[src/rtl/debounce_pulse.sv]
// Debounces a raw asynchronous input into an accepted level with one-cycle
// rise/fall pulses, for feeding a sticky set/clear event latch.
module debounce_pulse #(
  parameter int SYNC_STAGES   = 2,
  parameter int STABLE_CYCLES = 1000,
  parameter int CNT_W         = 16
) (
  input  logic clk,
  input  logic rst,
  input  logic din,
  input  logic en,
  output logic q_level,
  output logic rise_pulse,
  output logic fall_pulse,
  output logic busy
);

  localparam logic [1:0] IDLE_LO = 2'd0;
  localparam logic [1:0] CHK_HI  = 2'd1;
  localparam logic [1:0] IDLE_HI = 2'd2;
  localparam logic [1:0] CHK_LO  = 2'd3;

  localparam logic [CNT_W-1:0] CNT_ONE  = CNT_W'(1);
  localparam logic [CNT_W-1:0] CNT_LAST = CNT_W'(STABLE_CYCLES - 1);

  logic [SYNC_STAGES-1:0] sync_q, sync_d;
  logic [1:0]             state_q, state_d;
  logic [CNT_W-1:0]       cnt_q, cnt_d;
  logic                   q_level_q, q_level_d;
  logic                   rise_q, rise_d;
  logic                   fall_q, fall_d;
  logic                   s;

  // Bit 0 is the first synchroniser stage; only this chain sees din.
  assign sync_d = {sync_q[SYNC_STAGES-2:0], din};
  assign s      = sync_q[SYNC_STAGES-1];

  always_comb begin
    state_d   = state_q;
    cnt_d     = '0;
    q_level_d = q_level_q;
    rise_d    = 1'b0;
    fall_d    = 1'b0;
    if (!en) begin
      // Disabled: park in the idle state of the accepted level, no pulses.
      state_d = q_level_q ? IDLE_HI : IDLE_LO;
    end else begin
      case (state_q)
        IDLE_LO: begin
          if (s) begin
            state_d = CHK_HI;
            cnt_d   = CNT_ONE;
          end
        end
        CHK_HI: begin
          if (!s) begin
            state_d = IDLE_LO;
          end else if (cnt_q == CNT_LAST) begin
            state_d   = IDLE_HI;
            q_level_d = 1'b1;
            rise_d    = 1'b1;
          end else begin
            cnt_d = cnt_q + CNT_ONE;
          end
        end
        IDLE_HI: begin
          if (!s) begin
            state_d = CHK_LO;
            cnt_d   = CNT_ONE;
          end
        end
        CHK_LO: begin
          if (s) begin
            state_d = IDLE_HI;
          end else if (cnt_q == CNT_LAST) begin
            state_d   = IDLE_LO;
            q_level_d = 1'b0;
            fall_d    = 1'b1;
          end else begin
            cnt_d = cnt_q + CNT_ONE;
          end
        end
        default: state_d = IDLE_LO;
      endcase
    end
  end

  always_ff @(posedge clk) begin
    if (!rst) begin
      sync_q    <= '0;
      state_q   <= IDLE_LO;
      cnt_q     <= '0;
      q_level_q <= 1'b0;
      rise_q    <= 1'b0;
      fall_q    <= 1'b0;
    end else begin
      sync_q    <= sync_d;
      state_q   <= state_d;
      cnt_q     <= cnt_d;
      q_level_q <= q_level_d;
      rise_q    <= rise_d;
      fall_q    <= fall_d;
    end
  end

  assign q_level    = q_level_q;
  assign rise_pulse = rise_q;
  assign fall_pulse = fall_q;
  assign busy       = (state_q == CHK_HI) || (state_q == CHK_LO);

endmodule

[config.mk]
export PLATFORM = sky130hd
export DESIGN_NAME = debounce_pulse
export DESIGN_NICKNAME = d
export VERILOG_FILES = /design/src/rtl/debounce_pulse.sv
export SDC_FILE = /design/constraint.sdc
export NUM_CORES = 1
export LEC_CHECK = 0
export ABC_AREA = 0
export CAP_MARGIN = 20
export CORE_MARGIN = 4
export CORE_UTILIZATION = 50
export CTS_CLUSTER_DIAMETER = 120
export DETAILED_ROUTE_END_ITERATION = 10
export PLACE_DENSITY = 0.7
export SYNTH_ARGS = -nofsm -noshare
export SYNTH_HDL_FRONTEND = slang
export SYNTH_SLANG_ARGS = --single-unit
[constraint.sdc]
create_clock -name clk -period 2.1 [get_ports clk]
set_input_delay 0.21 -clock clk [delete_from_list [all_inputs] [get_ports clk]]
set_output_delay 0.21 -clock clk [all_outputs]
set_load 0.05 [all_outputs]
==> flow_summary.yaml <==
min_path:
  min_path_type: "flip-flop to flip-flop"
critical_path:
  crit_path_top_delay_cell: "clkdlybuf4s50_1"
  criticalPathCategory: "flip-flop to primary output"
  cp_top_family: "buffers and inverters"
  critPathBufInv: 1
  startpoint_type: "flip-flop"
  worstPathMaxFanout: 4
  worstPathRequired_ps: 1890
  timing.critical_path.arrival_ps: 1530
  slowest_delay_ps: 820
  crit_chain: "clkdlybuf4s50_1"
  end_kind: "primary output"
synthesis:
  yosysTopAreaCell: "dfxtp_1"
  synth-async-reset-ratio_pct: 0
  yosysTopAreaCellShare_pct: 43.9
  yosys.cell_types.count: 31
  synth_edf_count: 0
  synth_mux_area_share_pct: 0.954
  synthAdderAreaFrac_pct: 1.19
  netlist_area_um2: 1050
  yosysSeqAreaShare_pct: 43.9
  yosys_register_bits: 23
  synth_nets: 117
  synth_top_family_by_area: "simple AND/OR/NAND/NOR gates"
  synth_compound_area_share_pct: 4.29
  synthSimpleGateAreaFrac_pct: 34.7
  synth-xor-area-share_pct: 11.7
  syn-mean-instance-area_um2: 9.37
  synth.area.top_cells: "dfxtp_1, xnor2_1, nor2_1"
  synth-main-ff-cell: "dfxtp_1"
  ys_warn_count: 0
  syn_inst: 112
power:
  ir_worst_vdd_mv: 0.296
  power_mw: 0.687
  power.density_nw_per_um2: 590
  leakage_nw: 0.357
cts:
  root_buffer: "clkbuf_4"
  postCtsSetupRepairBufs: 0
  hold_buffers: 0
  clk_path_buf_depth: 2
  clk_latency_ps: 310
  cts_resized: 0
  cts_made_buffers: 3
  cts.sink_count: 23
  cts_tree: "yes"
  htree_levels: 1
  clk_pin_slew_ps: 130
timing:
  setup_tns_ps: 0
  fin_skew_ps: 9.58
  max_slew_margin_pct: 67.0
  finalCriticalPeriod_ps: 1740
  rsz0062_at_grt: "false"
  worst_pin_slew_ps: 493
  hold_viol: 0
  max_freq_mhz: 573
  drv_slew: 0
  fin_crit_sh_pct: 83.0
  setup_viol: 0
global_routing:
  grt_pass1_vias: 805
  grtUsageTotal_pct: 16.3
  antenna_found_initial: 0
  grt_first_pass_wirelength_um: 3440
  grt_max_degree: 16
  grt_overflow: 0
route:
  drtIter0Drc: 17
  wirelength_um: 1850
  wire_per_inst_um: 12.6
  vias: 802
  routed_via_density: 5.46
  drc_errors: 0
  ant_nets: 0
  firstDrtPassIters: 4
floorplan:
  fp-row-count: 16
  design.core.area_um2: 1980
  fp.dieArea_um2: 2900
  initial_core_util_pct: 53.0
  pin_count: 8
  die_w_um: 53.8
  die_y_um: 53.8
cells_and_area:
  diodes: 0
  drive_above_1_share_pct: 10.8
  syn_to_final_growth_pct: 11.0
  fin_nets: 126
status:
  status: "complete, no violations"
place:
  dpl.hpwl_um: 1410
  place.gp.congestion: 0.818
  io_buffers: 7
run:
  max_cap_violations: 0
## flip-flops by register name, indices dropped and copies added, names as in the netlist, named ones only
| register | cells |
|---|---|
| cnt_q | 16 |
| fall_pulse | 1 |
| q_level | 1 |
| rise_pulse | 1 |
| state_q | 1 |
| sync_q | 2 |
## path summary, 6_finish.rpt
kind | to | cells past startpoint | from | slack (ps)
hold / removal | sync_q[1]$_SDFF_PN0_ | 1 | sync_q[0]$_SDFF_PN0_ | 450
setup / recovery | busy | 1 | state_q[0]$_SDFFE_PN0P_ | 360
setup reg to reg | cnt_q[14]$_SDFF_PN0_ | 5 | cnt_q[0]$_SDFF_PN0_ | 500
hold reg to reg | sync_q[1]$_SDFF_PN0_ | 1 | sync_q[0]$_SDFF_PN0_ | 450
## final cells by class
class                   instances  area (um2)
flip-flops and latches         23         460
well taps                      27        33.8
multi-input cells              81         554
clock buffers                   3        22.5
fillers                       184         817
clock inverters                 1        5.00
repair buffers                  7        70.1
inverters                       5        18.8
## placed cells by master, fill, tap and decap left out, types with 2 or more instances in the layout
cell | synthesis | routed
nor2_1 | 20 | 20
inv_1 | 5 | 5
o311ai_0 | 2 | 2
clkdlybuf4s50_1 | 0 | 7
nand3_1 | 9 | 9
xor2_1 | 3 | 3
nand2_1 | 2 | 2
nor4_2 | 2 | 2
a21oi_1 | 3 | 3
xnor2_1 | 11 | 11
nand4_1 | 5 | 5
clkbuf_4 | 0 | 3
and3_1 | 2 | 2
dfxtp_1 | 23 | 23
nand2b_1 | 3 | 3
nor3_1 | 4 | 4
and2_1 | 2 | 2
## cells in the mapped netlist, types with 3 or more instances
cell / n
a21oi_1: 3
nand2b_1: 3
dfxtp_1: 23
nand3_1: 9
xor2_1: 3
nor2_1: 20
xnor2_1: 11
nor3_1: 4
inv_1: 5
nand4_1: 5
## stage by stage
step	setup slack (ps)	utilization, %	std cells	cell area [um2]	hold slack (ps)
4_1_cts	340	58.8	147	1160	455
3_5_place_dp	462	57.4	143	1140	426
5_1_grt	297	58.8	147	1160	470
6_report	356	58.8	147	1160	451
3_3_place_gp	484	57.4	143	1140	415
2_1_floorplan	679	-	112	1050	299
## cell families after synthesis
kind of cell / Yosys count
adder cells (fa/ha/maj): 1
multiplexers: 1
AO/OA/AOI/OAI: 7
XOR/XNOR: 14
buffers and inverters: 8
flip-flops: 23
AND/OR/NAND/NOR: 58
## layer usage
layer  part of all wire [%]  GRT usage [%]
met1                     44           20.3
met2                     51           26.6
met3                    4.0           3.05
met4                   0.76           8.09
met5                      0              0
## report_power, final
group / leakage, nW / total (mW) / switching, mW / internal [mW]
combinational: 0.153 / 0.0383 / 0.0218 / 0.0165
clock: 0.0177 / 0.199 / 0.128 / 0.0710
sequential: 0.186 / 0.449 / 0.00603 / 0.443
total: 0.357 / 0.687 / 0.156 / 0.531
Power figures use the tool's default switching activity.
